$ cat src/rtl/id_scoreboard_if.sv
// ID-stage bundle: IF->ID handshake, operand sources, retire port and ID->EX handshake.
// The master modport drives the ID stage; the slave modport is the ID stage itself.
interface id_scoreboard_if #(
  parameter int XLEN = 32,
  parameter int NREG = 32,
  parameter int NSRC = 3
);
  localparam int RW = $clog2(NREG);

  logic                   in_valid;
  logic                   in_ready;
  logic [RW-1:0]          in_rs1;
  logic [RW-1:0]          in_rs2;
  logic [RW-1:0]          in_rd;
  logic                   in_rd1_en;
  logic                   in_rd2_en;
  logic                   in_rf_we;
  logic                   in_long_lat;
  logic [XLEN-1:0]        rf_rd1;
  logic [XLEN-1:0]        rf_rd2;
  logic [NSRC-1:0]        fwd_valid;
  logic [NSRC-1:0]        fwd_we;
  logic [NSRC-1:0]        fwd_data_ok;
  logic [NSRC*RW-1:0]     fwd_reg;
  logic [NSRC*XLEN-1:0]   fwd_data;
  logic                   retire_valid;
  logic [RW-1:0]          retire_reg;
  logic                   flush;
  logic                   out_valid;
  logic                   out_ready;
  logic [XLEN-1:0]        out_rs1_data;
  logic [XLEN-1:0]        out_rs2_data;
  logic [RW-1:0]          out_rd;
  logic                   out_rf_we;
  logic                   out_long_lat;
  logic [31:0]            stall_cnt;

  modport master (
    output in_valid, in_rs1, in_rs2, in_rd, in_rd1_en, in_rd2_en, in_rf_we, in_long_lat,
    output rf_rd1, rf_rd2, fwd_valid, fwd_we, fwd_data_ok, fwd_reg, fwd_data,
    output retire_valid, retire_reg, flush, out_ready,
    input  in_ready, out_valid, out_rs1_data, out_rs2_data, out_rd, out_rf_we, out_long_lat,
    input  stall_cnt
  );

  modport slave (
    input  in_valid, in_rs1, in_rs2, in_rd, in_rd1_en, in_rd2_en, in_rf_we, in_long_lat,
    input  rf_rd1, rf_rd2, fwd_valid, fwd_we, fwd_data_ok, fwd_reg, fwd_data,
    input  retire_valid, retire_reg, flush, out_ready,
    output in_ready, out_valid, out_rs1_data, out_rs2_data, out_rd, out_rf_we, out_long_lat,
    output stall_cnt
  );
endinterface

$ cat src/rtl/id_scoreboard.sv
// Decode-stage hazard/bypass block: one ID slot, priority bypass over NSRC producers, stall on
// unproduced operands. Define ID_SCOREBOARD_EN to build the in-flight scoreboard and retire port.
module id_scoreboard #(
  parameter int XLEN  = 32,
  parameter int NREG  = 32,
  parameter int NSRC  = 3,
  parameter int CNT_W = 2
) (
  input logic             clk,
  input logic             rst_n,
  id_scoreboard_if.slave  bus
);
  localparam int RW = $clog2(NREG);

  typedef struct packed {
    logic            hit;
    logic            ok;
    logic [XLEN-1:0] data;
  } byp_t;

  // Descending scan so the lowest-index (youngest) matching source is the last writer and wins.
  function automatic byp_t resolve(
    input logic [RW-1:0]        rs,
    input logic [NSRC-1:0]      v,
    input logic [NSRC-1:0]      we,
    input logic [NSRC-1:0]      ok,
    input logic [NSRC*RW-1:0]   regs,
    input logic [NSRC*XLEN-1:0] data
  );
    byp_t r;
    r = '0;
    for (int j = NSRC - 1; j >= 0; j--) begin
      if (v[j] && we[j] && regs[j*RW +: RW] != '0 && regs[j*RW +: RW] == rs) begin
        r.hit  = 1'b1;
        r.ok   = ok[j];
        r.data = data[j*XLEN +: XLEN];
      end
    end
    return r;
  endfunction

  logic          id_valid_q, id_valid_d;
  logic [RW-1:0] id_rs1_q, id_rs2_q, id_rd_q;
  logic          id_rd1_en_q, id_rd2_en_q, id_rf_we_q, id_long_lat_q;
  logic [31:0]   stall_cnt_q, stall_cnt_d;

  byp_t byp1, byp2;
  logic sb_busy1, sb_busy2, sat_hz;
  logic hz1, hz2, ready_go;
  logic in_ready, out_valid, handshake, slot_load;

  assign byp1 = resolve(id_rs1_q, bus.fwd_valid, bus.fwd_we, bus.fwd_data_ok,
                        bus.fwd_reg, bus.fwd_data);
  assign byp2 = resolve(id_rs2_q, bus.fwd_valid, bus.fwd_we, bus.fwd_data_ok,
                        bus.fwd_reg, bus.fwd_data);

  assign hz1 = id_valid_q && id_rd1_en_q && (byp1.hit ? !byp1.ok : sb_busy1);
  assign hz2 = id_valid_q && id_rd2_en_q && (byp2.hit ? !byp2.ok : sb_busy2);
  assign ready_go = !(hz1 || hz2 || sat_hz);

  assign out_valid = id_valid_q && ready_go;
  assign in_ready  = !id_valid_q || (ready_go && bus.out_ready);
  assign handshake = out_valid && bus.out_ready;
  assign slot_load = !bus.flush && bus.in_valid && in_ready;

`ifdef ID_SCOREBOARD_EN
  logic [CNT_W-1:0] sb_cnt_q [NREG];
  logic [CNT_W-1:0] sb_cnt_d [NREG];
  logic             sb_inc, sb_dec, sb_same;

  assign sb_inc  = handshake && id_rf_we_q && id_long_lat_q && id_rd_q != '0;
  assign sb_dec  = bus.retire_valid && bus.retire_reg != '0;
  assign sb_same = sb_inc && sb_dec && bus.retire_reg == id_rd_q;

  assign sb_busy1 = sb_cnt_q[id_rs1_q] != '0;
  assign sb_busy2 = sb_cnt_q[id_rs2_q] != '0;
  assign sat_hz   = id_valid_q && id_rf_we_q && id_long_lat_q && (sb_cnt_q[id_rd_q] == '1);

  // Increment and decrement of one register in the same cycle cancel out.
  always_comb begin
    sb_cnt_d = sb_cnt_q;
    if (sb_inc && !sb_same) begin
      sb_cnt_d[id_rd_q] = sb_cnt_q[id_rd_q] + CNT_W'(1);
    end
    if (sb_dec && !sb_same && sb_cnt_q[bus.retire_reg] != '0) begin
      sb_cnt_d[bus.retire_reg] = sb_cnt_q[bus.retire_reg] - CNT_W'(1);
    end
  end

  always_ff @(posedge clk) begin
    if (!rst_n) begin
      for (int r = 0; r < NREG; r++) begin
        sb_cnt_q[r] <= '0;
      end
    end else begin
      sb_cnt_q <= sb_cnt_d;
    end
  end
`else
  logic unused_retire;
  assign unused_retire = ^{bus.retire_valid, bus.retire_reg};
  assign sb_busy1 = 1'b0;
  assign sb_busy2 = 1'b0;
  assign sat_hz   = 1'b0;
`endif

  always_comb begin
    id_valid_d = id_valid_q;
    if (bus.flush) begin
      id_valid_d = 1'b0;
    end else if (in_ready) begin
      id_valid_d = bus.in_valid;
    end
  end

  always_comb begin
    stall_cnt_d = stall_cnt_q;
    if (id_valid_q && !ready_go && !bus.flush) begin
      stall_cnt_d = stall_cnt_q + 32'd1;
    end
  end

  always_ff @(posedge clk) begin
    if (!rst_n) begin
      id_valid_q    <= 1'b0;
      id_rs1_q      <= '0;
      id_rs2_q      <= '0;
      id_rd_q       <= '0;
      id_rd1_en_q   <= 1'b0;
      id_rd2_en_q   <= 1'b0;
      id_rf_we_q    <= 1'b0;
      id_long_lat_q <= 1'b0;
      stall_cnt_q   <= '0;
    end else begin
      id_valid_q  <= id_valid_d;
      stall_cnt_q <= stall_cnt_d;
      if (slot_load) begin
        id_rs1_q      <= bus.in_rs1;
        id_rs2_q      <= bus.in_rs2;
        id_rd_q       <= bus.in_rd;
        id_rd1_en_q   <= bus.in_rd1_en;
        id_rd2_en_q   <= bus.in_rd2_en;
        id_rf_we_q    <= bus.in_rf_we;
        id_long_lat_q <= bus.in_long_lat;
      end
    end
  end

  assign bus.in_ready     = in_ready;
  assign bus.out_valid    = out_valid;
  assign bus.out_rs1_data = (id_rs1_q == '0) ? '0 : (byp1.hit ? byp1.data : bus.rf_rd1);
  assign bus.out_rs2_data = (id_rs2_q == '0) ? '0 : (byp2.hit ? byp2.data : bus.rf_rd2);
  assign bus.out_rd       = id_rd_q;
  assign bus.out_rf_we    = id_rf_we_q;
  assign bus.out_long_lat = id_long_lat_q;
  assign bus.stall_cnt    = stall_cnt_q;
endmodule

$ cat src/flat_wrapper.sv
// flat-port wrapper written by rule: the top's interface ports become plain ports
module id_scoreboard_flat 
#(
  parameter int XLEN  = 32,
  parameter int NREG  = 32,
  parameter int NSRC  = 3,
  parameter int CNT_W = 2
)
  (clk, rst_n, bus_in_valid, bus_in_rs1, bus_in_rs2, bus_in_rd, bus_in_rd1_en, bus_in_rd2_en, bus_in_rf_we, bus_in_long_lat, bus_rf_rd1, bus_rf_rd2, bus_fwd_valid, bus_fwd_we, bus_fwd_data_ok, bus_fwd_reg, bus_fwd_data, bus_retire_valid, bus_retire_reg, bus_flush, bus_out_ready, bus_in_ready, bus_out_valid, bus_out_rs1_data, bus_out_rs2_data, bus_out_rd, bus_out_rf_we, bus_out_long_lat, bus_stall_cnt);
  id_scoreboard_if #(.XLEN(XLEN), .NREG(NREG), .NSRC(NSRC)) bus_i ();
  input logic clk;
  input logic rst_n;
  input wire logic [$bits(bus_i.in_valid)-1:0] bus_in_valid;
  input wire logic [$bits(bus_i.in_rs1)-1:0] bus_in_rs1;
  input wire logic [$bits(bus_i.in_rs2)-1:0] bus_in_rs2;
  input wire logic [$bits(bus_i.in_rd)-1:0] bus_in_rd;
  input wire logic [$bits(bus_i.in_rd1_en)-1:0] bus_in_rd1_en;
  input wire logic [$bits(bus_i.in_rd2_en)-1:0] bus_in_rd2_en;
  input wire logic [$bits(bus_i.in_rf_we)-1:0] bus_in_rf_we;
  input wire logic [$bits(bus_i.in_long_lat)-1:0] bus_in_long_lat;
  input wire logic [$bits(bus_i.rf_rd1)-1:0] bus_rf_rd1;
  input wire logic [$bits(bus_i.rf_rd2)-1:0] bus_rf_rd2;
  input wire logic [$bits(bus_i.fwd_valid)-1:0] bus_fwd_valid;
  input wire logic [$bits(bus_i.fwd_we)-1:0] bus_fwd_we;
  input wire logic [$bits(bus_i.fwd_data_ok)-1:0] bus_fwd_data_ok;
  input wire logic [$bits(bus_i.fwd_reg)-1:0] bus_fwd_reg;
  input wire logic [$bits(bus_i.fwd_data)-1:0] bus_fwd_data;
  input wire logic [$bits(bus_i.retire_valid)-1:0] bus_retire_valid;
  input wire logic [$bits(bus_i.retire_reg)-1:0] bus_retire_reg;
  input wire logic [$bits(bus_i.flush)-1:0] bus_flush;
  input wire logic [$bits(bus_i.out_ready)-1:0] bus_out_ready;
  output wire logic [$bits(bus_i.in_ready)-1:0] bus_in_ready;
  output wire logic [$bits(bus_i.out_valid)-1:0] bus_out_valid;
  output wire logic [$bits(bus_i.out_rs1_data)-1:0] bus_out_rs1_data;
  output wire logic [$bits(bus_i.out_rs2_data)-1:0] bus_out_rs2_data;
  output wire logic [$bits(bus_i.out_rd)-1:0] bus_out_rd;
  output wire logic [$bits(bus_i.out_rf_we)-1:0] bus_out_rf_we;
  output wire logic [$bits(bus_i.out_long_lat)-1:0] bus_out_long_lat;
  output wire logic [$bits(bus_i.stall_cnt)-1:0] bus_stall_cnt;
  assign bus_i.in_valid = bus_in_valid;
  assign bus_i.in_rs1 = bus_in_rs1;
  assign bus_i.in_rs2 = bus_in_rs2;
  assign bus_i.in_rd = bus_in_rd;
  assign bus_i.in_rd1_en = bus_in_rd1_en;
  assign bus_i.in_rd2_en = bus_in_rd2_en;
  assign bus_i.in_rf_we = bus_in_rf_we;
  assign bus_i.in_long_lat = bus_in_long_lat;
  assign bus_i.rf_rd1 = bus_rf_rd1;
  assign bus_i.rf_rd2 = bus_rf_rd2;
  assign bus_i.fwd_valid = bus_fwd_valid;
  assign bus_i.fwd_we = bus_fwd_we;
  assign bus_i.fwd_data_ok = bus_fwd_data_ok;
  assign bus_i.fwd_reg = bus_fwd_reg;
  assign bus_i.fwd_data = bus_fwd_data;
  assign bus_i.retire_valid = bus_retire_valid;
  assign bus_i.retire_reg = bus_retire_reg;
  assign bus_i.flush = bus_flush;
  assign bus_i.out_ready = bus_out_ready;
  assign bus_in_ready = bus_i.in_ready;
  assign bus_out_valid = bus_i.out_valid;
  assign bus_out_rs1_data = bus_i.out_rs1_data;
  assign bus_out_rs2_data = bus_i.out_rs2_data;
  assign bus_out_rd = bus_i.out_rd;
  assign bus_out_rf_we = bus_i.out_rf_we;
  assign bus_out_long_lat = bus_i.out_long_lat;
  assign bus_stall_cnt = bus_i.stall_cnt;
  id_scoreboard #(.XLEN(XLEN), .NREG(NREG), .NSRC(NSRC), .CNT_W(CNT_W)) u_core (.clk(clk), .rst_n(rst_n), .bus(bus_i));
endmodule
$ cat config.mk
export PLATFORM = sky130hd
export DESIGN_NAME = id_scoreboard_flat
export DESIGN_NICKNAME = d
export VERILOG_FILES = /design/src/rtl/id_scoreboard_if.sv /design/src/rtl/id_scoreboard.sv /design/src/flat_wrapper.sv
export SDC_FILE = /design/constraint.sdc
export NUM_CORES = 1
export LEC_CHECK = 0
export ABC_CLOCK_PERIOD_IN_PS = 2550
export CELL_PAD_IN_SITES_DETAIL_PLACEMENT = 1
export CELL_PAD_IN_SITES_GLOBAL_PLACEMENT = 2
export CORE_MARGIN = 2
export CORE_UTILIZATION = 16
export DETAILED_ROUTE_END_ITERATION = 7
export GPL_ROUTABILITY_DRIVEN = 0
export PLACE_DENSITY = 0.86
export SYNTH_ARGS = -nofsm -noshare
export SYNTH_HDL_FRONTEND = slang
export SYNTH_SLANG_ARGS = --single-unit
$ cat constraint.sdc
create_clock -name clk -period 2.55 [get_ports clk]
set_input_delay 0.51 -clock clk [delete_from_list [all_inputs] [get_ports clk]]
set_output_delay 0.51 -clock clk [all_outputs]
set_load 0.02 [all_outputs]
# --- After elaboration in Yosys (flattened, before gate mapping) ---
# Index checks and enable logic that the tools add are counted.
word_totals:
  output_inout_bits: 105
  mem_bits_ro: 0
  latch_bits: 0
  ramBits: 0
  register_bits: 52
  memories: 0
op_classes:
  n_reduce_logical: 35
  n_mux: 12
  add_sub_neg: 1
  n_eq_ne: 6
  n_div: 0
  bitwise: 1
  n_shift: 0
  order_cmp: 0
  mul: 0
op_table:
  columns: ["op", "count"]
  rows:
  - ["$mux W34", 6]
  - ["$mux W32", 4]
  - ["$add A32 B1 Y32 const B", 1]
  - ["$eq A5 B5 Y1", 6]
  - ["$logic_and A1 B1 Y1", 22]
  - ["$reduce_bool A5 Y1", 3]
  - ["$logic_not A5 Y1", 2]
  - ["$logic_not A1 Y1", 5]
  - ["$logic_or A1 B1 Y1", 2]
  - ["$mux W1", 2]
  - ["$reduce_or A2 Y1", 1]
  - ["$not A1 Y1", 1]

# --- Logic depth before layout (Yosys ltp) ---
# Gate-level depths: netlist of the first run.
logic_depth:
  depth_word: 14
  mapped_depth: 11

# --- Worst setup path after synthesis of the first run ---
# No wires, ideal clock.
synth_path:
  path_type: "input port to output port"
  start: "input port bus_fwd_reg[1]"
  end: "output port bus_out_rs1_data[27]"
  path_stages: 8
  slack_ps: -836
  arrival_ps: 2876
  path_cell_list: "xor2_1 -> nor4_1 -> and4_1 -> clkbuf_1 -> or3_1 -> clkbuf_1 -> nor2_1 -> a2111oi_0"
synth_via:
  elab_chain_cells: 6
  elab_cells_between_ends: 7
  classes_between: "1 x eq/ne; 3 x mux; 3 x reduce/logical"
synth_rtl:
  columns: ["item", "line", "rtl"]
  rows:
  - ["from (decl)", "flat_wrapper.sv:26", "input wire logic [$bits(bus_i.fwd_reg)-1:0] bus_fwd_reg;"]
  - ["$reduce_bool A5 Y1", "id_scoreboard.sv:33", "if (v[j] && we[j] && regs[j*RW +: RW] != '0 && regs[j*RW +: RW] == rs) begin"]
  - ["$logic_and A1 B1 Y1", "id_scoreboard.sv:33", null]
  - ["$logic_and A1 B1 Y1 (*)", "id_scoreboard.sv:33", null]
  - ["$mux W34 (*)", "id_scoreboard.sv:33", null]
  - ["$mux W32 (*) (2 in a row)", "id_scoreboard.sv:151", "assign bus.out_rs1_data = (id_rs1_q == '0) ? '0 : (byp1.hit ? byp1.data : bus.rf_rd1);"]
  - ["to (decl)", "flat_wrapper.sv:34", "output wire logic [$bits(bus_i.out_rs1_data)-1:0] bus_out_rs1_data;"]
# Every way passes the cells marked *; elsewhere a longest branch is shown, timed or not.

# --- Final worst setup path of the first run ---
layout_path:
  start: "input port bus_fwd_reg[13]"
  end: "output port bus_out_rs1_data[16]"
layout_via:
  elab_chain_cells: 8
  elab_cells_between_ends: 9
  classes_between: "1 x eq/ne; 5 x mux; 3 x reduce/logical"
layout_rtl:
  columns: ["item", "line"]
  rows:
  - ["$reduce_bool A5 Y1", "id_scoreboard.sv:33"]
  - ["$logic_and A1 B1 Y1", "id_scoreboard.sv:33"]
  - ["$logic_and A1 B1 Y1 (*)", "id_scoreboard.sv:33"]
  - ["$mux W34 (*) (3 in a row)", "id_scoreboard.sv:33"]
  - ["$mux W32 (*) (2 in a row)", "id_scoreboard.sv:151"]
# Marked as above.

==> impl_metrics.py, run 1 <==
metrics = {
    "placed_design": {
        "io_buffers": 312,
        "hpwl_um": 25000,
        "pre_cts_slack_ps": -1430,
        "numPlacedInstances": 1526,
    },
    "global_routing": {
        "track_usage_pct": 21.3,
        "antenna_found_initial": 2,
        "grt_overflow": 0,
        "grt_pass1_wl_um": 54200,
        "grt_max_degree": 40,
        "grt_pass1_vias": 8606,
    },
    "setup_path": {
        "critPathCaptureType": "output pin",
        "crit_start": "bus_fwd_reg[13]",
        "worstPathCellList": "buf_6 -> or4_4 -> o211ai_4 -> nor2_4 -> or3_4 -> buf_12 -> buf_16 -> nor2_4 -> nor4_4 -> buf_4",
        "crit_slowest_cell": "or4_4",
        "crit_fanout": 6,
        "worstSetupPathType": "input pin to output pin",
        "worst_ep_required_time_ps": 2040,
        "slowest_delay_ps": 570,
        "cp-start-kind": "input pin",
        "r2r_start": "u_core.id_rs1_q[1]$_SDFFE_PN0P_",
        "arrival_ps": 2590,
        "crit_top_cell": "nor2_4",
    },
    "die": {
        "ios": 319,
        "row_count": 65,
        "dieArea_um2": 33600,
        "die_y_um": 183,
        "core_um2": 31600,
        "die_w_um": 183,
        "initial_core_util_pct": 16.3,
    },
    "layout": {
        "drive_gt1_share_pct": 44.5,
        "seq_area_um2": 1050,
        "areaGrowthSynthToFinish_pct": 151,
        "final_common_cell": "clkdlybuf4s50_1",
        "multi_input_area_um2": 5960,
        "final_nets": 1409,
        "fillers": 3553,
        "fin_cells": 1598,
        "final_cell_mix": "clkdlybuf4s50_1 (224), buf_4 (109), nand2_1 (96), nor2_1 (86), buf_6 (60)",
    },
    "power_and_ir_drop": {
        "p_seq_share_pct": 24.4,
        "p_int_mw": 2.22,
        "clkPwrFrac_pct": 20.4,
        "power.total_mw": 3.52,
        "combPwrFrac_pct": 55.2,
        "powerDensity_nw_per_um2": 272,
        "p_leak_nw": 4.91,
        "switching_share_pct": 36.8,
        "power.switching_mw": 1.30,
        "ir_worst_vdd_v": 0.000241,
    },
    "routing": {
        "drtIter0Drc": 292,
        "wl_met2_um": 20500,
        "drc": 0,
        "drt-pass1-iter-count": 4,
        "vias": 7888,
        "routed_wl_um": 38200,
        "top_layer": "met4",
        "viasPerCell": 4.94,
        "routedWlPerCell_um": 23.9,
        "wl_met3_um": 2340,
        "wl_met1_um": 14100,
        "drtAntennaViolNets": 0,
    },
    "timing": {
        "maxSlewHeadroom_pct": 58.9,
        "skew_ps": 6.22,
        "report.final.slew_viol_count": 0,
        "max_freq_mhz": 322,
        "period_share_pct": 122,
        "period_needed_ps": 3100,
        "tightestPinTransition_ps": 617,
        "setup-tns-final_ps": -40110,
        "rsz0062_at_grt": "yes",
        "hold-worst-slack_ps": 464,
        "setup_slack_ps": -555,
        "hold_viol": 0,
        "setup_viol": 115,
    },
    "worst_hold_path": {
        "worstHoldStart": "u_core.bus.out_rd[0]$_SDFFE_PN0P_",
        "hp-class": "flop to flop",
    },
    "yosys": {
        "synthArstFlopShare_pct": 0,
        "synth_top_family_by_area": "simple AND/OR/NAND/NOR gates",
        "synthCells": 785,
        "syn_avg_cell_area_um2": 6.56,
        "ys_seq_elements": 52,
        "synthSimpleGateAreaFrac_pct": 39.2,
        "syn_nets": 1000,
        "synth_compound_area_share_pct": 22.1,
        "syn_area_um2": 5150,
        "ys_seq_area_share_pct": 20.2,
        "synth_ff_type": "dfxtp_1",
        "ys_types": 46,
        "synth_adder_area_share_pct": 0.243,
        "synth_xor_area_share_pct": 5.10,
        "yosys_warnings": 0,
        "synth_edf_count": 0,
        "muxShareOfSynthArea_pct": 6.81,
    },
    "cts": {
        "clockBufferDepth": 2,
        "numCtsBuffers": 5,
        "clock_latency_ps": 300,
        "htree_levels": 2,
        "cts.sinks": 52,
        "clkTransAtPathRegs_ps": 70,
        "cts_root_buf": "clkbuf_16",
        "cts_tree": "built",
    },
    "outcome": {
        "violations": "setup timing",
        "status": "finished, violations left",
    },
    "job": {
        "cap_viol_max_count": 0,
    },
}
## stage by stage
stage | cell area [um2] | util, %
after global placement | 10100 | 32.0
after floorplan | 5870 | -
after CTS | 12200 | 38.7
final | 12900 | 40.9
after global routing | 12900 | 40.9
after detailed placement | 10100 | 32.0
## synthesized netlist by cell type (10+ instances only)
master / number / area share [%]
nor2_1: 160 / 12
nand2_1: 99 / 7.2
a21oi_1: 60 / 5.8
clkbuf_1: 60 / 4.4
dfxtp_1: 52 / 20
mux2i_1: 35 / 6.8
o21ai_0: 34 / 3.3
or3_1: 31 / 3.8
nor4_1: 29 / 3.5
nand2b_1: 28 / 3.4
o211ai_1: 20 / 2.9
xor2_1: 19 / 3.2
o311ai_1: 14 / 2.4
o41ai_1: 13 / 2.2
nand3_1: 12 / 1.2
o221ai_1: 12 / 2.0
nor3_1: 11 / 1.1
xnor2_1: 11 / 1.9
and3_1: 10 / 1.2
## area by class of cell
cell class                 instances  share of cell area [%]
inverter                           8                   0.232
timing repair buffer             473                    40.5
clock buffer                       8                    1.13
multi-input combinational        654                    46.1
sequential                        52                    8.15
tap                              402                    3.89
antenna                            1                  0.0194
## power groups by stage
| stage | logic, mW | registers [mW] | clock network [mW] |
|---|---|---|---|
| after floorplan | 0.731 | 0.873 | 0 |
| after global placement | 1.61 | 0.873 | 0 |
| after detailed placement | 1.63 | 0.874 | 0 |
| after CTS | 1.79 | 0.858 | 0.735 |
| after global routing | 2.05 | 0.860 | 0.760 |
| final | 1.94 | 0.858 | 0.717 |
## sequential cells by signal (all words and copies together), names as in the netlist
signal and cells:
u_core.id_valid_q 1, u_core.id_rs1_q 5, u_core.id_rd1_en_q 1, u_core.bus.stall_cnt 32, u_core.id_rs2_q 5, u_core.bus.out_rd 5, u_core.bus.out_rf_we 1, u_core.bus.out_long_lat 1
u_core.id_rd2_en_q 1
## what timing repair did
action                                  in CTS  in global routing
setup buffers                               31                 26
pin swaps                                  106                 84
hold buffers                                 0                  0
gates resized for setup                    654                148
gates cloned                                21                  6
endpoints found under the hold margin        0                  0
endpoints found under the setup margin     118                117
## critical path, delay by kind of cell
kind	cells	cell delay (ps)
AND/OR/NAND/NOR	5	1240
AO/OA/AOI/OAI	1	260
buffers and inverters	4	570
## per-layer routing
layer  track usage [%]  up-vias
met5                 0        -
met4              6.66        0
met3              4.05       66
met2              41.4      319
met1              23.0     3857
li1                  -     3646
## cell families (layout without fill, tap and decap cells)
family                   count (synthesis)  count (layout)
buffers and inverters                   79             489
flip-flops                              52              52
XOR/XNOR                                30              30
AO/OA/AOI/OAI                          171             171
AND/OR/NAND/NOR                        417             417
multiplexers                            35              35
adder cells (fa/ha/maj)                  1               1
other                                    0               1
## worst paths after layout
| path | end | slack, ps | cells after the start |
|---|---|---|---|
| worst max-delay path | bus_out_rs1_data[16] | -550 | 10 |
| worst min-delay path | u_core.bus.out_rd[0]$_SDFFE_PN0P_ | 460 | 2 |
| worst max register to register | u_core.id_rs1_q[4]$_SDFFE_PN0P_ | -280 | 14 |
| worst min register to register | u_core.bus.out_rd[0]$_SDFFE_PN0P_ | 460 | 2 |
(Power assumes the default switching activity.)
==> run 2, diff against run 1 <==
--- a/config.mk
+++ b/config.mk
@@ -13,6 +13,7 @@
 export DETAILED_ROUTE_END_ITERATION = 7
 export GPL_ROUTABILITY_DRIVEN = 0
 export PLACE_DENSITY = 0.86
+export SLEW_MARGIN = 20
 export SYNTH_ARGS = -nofsm -noshare
 export SYNTH_HDL_FRONTEND = slang
 export SYNTH_SLANG_ARGS = --single-unit
==> results of run 2 <==
Same layout as run 1: the final DEF is identical, and so are final timing and power.
==> run 3, diff against run 2 <==
--- a/config.mk
+++ b/config.mk
@@ -8,11 +8,13 @@
 export ABC_CLOCK_PERIOD_IN_PS = 2550
 export CELL_PAD_IN_SITES_DETAIL_PLACEMENT = 1
 export CELL_PAD_IN_SITES_GLOBAL_PLACEMENT = 2
+export CORE_ASPECT_RATIO = 1.25
 export CORE_MARGIN = 2
 export CORE_UTILIZATION = 16
 export DETAILED_ROUTE_END_ITERATION = 7
 export GPL_ROUTABILITY_DRIVEN = 0
 export PLACE_DENSITY = 0.86
+export REMOVE_ABC_BUFFERS = 1
 export SLEW_MARGIN = 20
 export SYNTH_ARGS = -nofsm -noshare
 export SYNTH_HDL_FRONTEND = slang
==> run 3 against run 2 <==
Compared with the run above: setup slack worse by 15 ps; the flow still finishes with violations (setup timing); die area about the same; register-to-register slack better by 110 ps; critical path type unchanged; sequential power about the same; critical path depth up 1; clock power up 12%; wire length down 8.4%; sequential share of layout area up 1.2 points; cell area down 12%.
==> impl_metrics.py, run 3 (synthesis results as in run 1) <==
metrics = {
    "outcome": {
        "status": "finished, violations left",
        "violations": "setup timing",
    },
    "setup_path": {
        "crit_fanout": 7,
        "worstSetupPathType": "input pin to output pin",
        "cp-start-kind": "input pin",
        "worst_ep_required_time_ps": 2040,
        "worst_r2r_path_depth": 11,
        "critPathCaptureType": "output pin",
        "arrival_ps": 2610,
    },
    "power_and_ir_drop": {
        "combPwrFrac_pct": 50.3,
        "switching_share_pct": 35.4,
        "clkPwrFrac_pct": 24.1,
        "p_seq_share_pct": 25.6,
        "p_int_mw": 2.16,
        "powerDensity_nw_per_um2": 295,
        "ir_worst_vdd_v": 0.000347,
        "power.switching_mw": 1.18,
        "p_leak_nw": 4.48,
    },
    "die": {
        "ios": 319,
        "initial_core_util_pct": 16.2,
        "dieArea_um2": 33600,
        "row_count": 73,
        "die_y_um": 205,
        "core_um2": 31800,
        "die_w_um": 164,
    },
    "timing": {
        "maxSlewHeadroom_pct": 67.6,
        "tightestPinTransition_ps": 486,
        "period_share_pct": 122,
        "rsz0062_at_grt": "yes",
        "period_needed_ps": 3120,
        "setup-tns-final_ps": -35520,
        "setup_viol": 113,
        "max_freq_mhz": 320,
        "hold_viol": 0,
        "report.final.slew_viol_count": 0,
        "setup_slack_ps": -570,
        "skew_ps": 12.1,
    },
    "placed_design": {
        "hpwl_um": 25000,
        "numPlacedInstances": 1559,
        "pre_cts_slack_ps": -1510,
        "detailed_place.area_um2": 9650,
        "io_buffers": 312,
    },
    "routing": {
        "drc": 0,
        "routed_wl_um": 35000,
        "drtAntennaViolNets": 0,
        "vias": 7754,
        "routedWlPerCell_um": 21.8,
        "viasPerCell": 4.83,
        "drt-pass1-iter-count": 4,
        "drtIter0Drc": 360,
    },
    "global_routing": {
        "grt_overflow": 0,
        "grt_max_degree": 38,
        "grt_pass1_wl_um": 50100,
        "track_usage_pct": 19.6,
        "antenna_found_initial": 7,
        "grt_pass1_vias": 8217,
    },
    "layout": {
        "areaGrowthSynthToFinish_pct": 120,
        "drive_gt1_share_pct": 35.0,
        "largest_reg_flops": 32,
        "final_cell_mix": "clkdlybuf4s50_1 (224), buf_4 (123), nor2_1 (114), nand2_1 (95), a21oi_1 (49)",
        "final_util_pct": 35.7,
        "stdcell_area_um2": 11300,
        "fin_cells": 1606,
        "final_common_cell": "clkdlybuf4s50_1",
        "fillers": 3737,
        "final_nets": 1405,
    },
    "cts": {
        "hold_buffers": 0,
        "cts.sinks": 52,
        "htree_levels": 2,
        "cts_root_buf": "clkbuf_16",
        "numCtsBuffers": 5,
        "clock_latency_ps": 300,
        "clkTransAtPathRegs_ps": 70,
        "clockBufferDepth": 2,
        "cts_tree": "built",
    },
    "job": {
        "cap_viol_max_count": 0,
    },
    "worst_hold_path": {
        "hp-class": "flop to flop",
        "worstHoldPathCells": 2,
    },
}
==> run 3: power groups by stage <==
stage               registers (mW)  clock network (mW)  logic, mW
floorplan                    0.880                   0      0.499
global placement             0.877                   0       1.51
detailed placement           0.877                   0       1.53
CTS                          0.857               0.826       1.59
global route                 0.859               0.859       1.78
finish                       0.857               0.804       1.68
==> run 3: metrics by stage <==
| stage | hold slack, ps | total power [mW] |
|---|---|---|
| 3_5_place_dp | 450 | 2.40 |
| 6_report | 460 | 3.34 |
| 5_1_grt | 483 | 3.50 |
| 4_1_cts | 459 | 3.27 |
| 3_3_place_gp | 441 | 2.39 |
| 2_1_floorplan | 431 | 1.38 |
==> run 3: cell type report <==
type                       count  area (um2)  area share, %
inverter                       8        30.0          0.265
timing repair buffer         469        4750           41.8
antenna                        3        7.51         0.0661
sequential                    52        1060           9.35
multi-input combinational    654        4820           42.5
tap                          412         515           4.54
clock buffer                   6         129           1.14
clock inverter                 2        38.8          0.342
==> run 3: critical path, stage by stage <==
cell and delay (ps):
buf_6 90, or4_4 540, o211ai_4 240, buf_6 140, nor2_4 40, or3_4 390, buf_4 170, clkbuf_16 170
nor2_4 100, nor4_2 50, buf_4 160
==> run 3: path summary, 6_finish.rpt <==
kind	from	end	slack (ps)
hold / removal	u_core.id_rd2_en_q$_SDFFE_PN0P_	u_core.id_rd2_en_q$_SDFFE_PN0P_	460
hold reg to reg	u_core.id_rd2_en_q$_SDFFE_PN0P_	u_core.id_rd2_en_q$_SDFFE_PN0P_	460
setup / recovery	bus_fwd_reg[13]	bus_out_rs1_data[14]	-570
setup reg to reg	u_core.id_rs2_q[4]$_SDFFE_PN0P_	u_core.bus.stall_cnt[12]$_SDFFE_PN0P_	-170
==> run 3: layer usage <==
layer,vias to the layer above,track usage [%],share of wire (%)
li1,3620,-,-
met1,3780,21.3,38
met2,296,36.2,51
met3,50,6.01,9.0
met4,8,5.43,2.3
met5,-,0,0.14
==> run 3: repair_timing <==
| action | 4_1_cts | 5_1_grt |
|---|---|---|
| gates cloned | 11 | 1 |
| pin swaps | 74 | 42 |
| endpoints found under the setup margin | 118 | 115 |
| resized for setup | 586 | 98 |
| setup buffers | 24 | 5 |
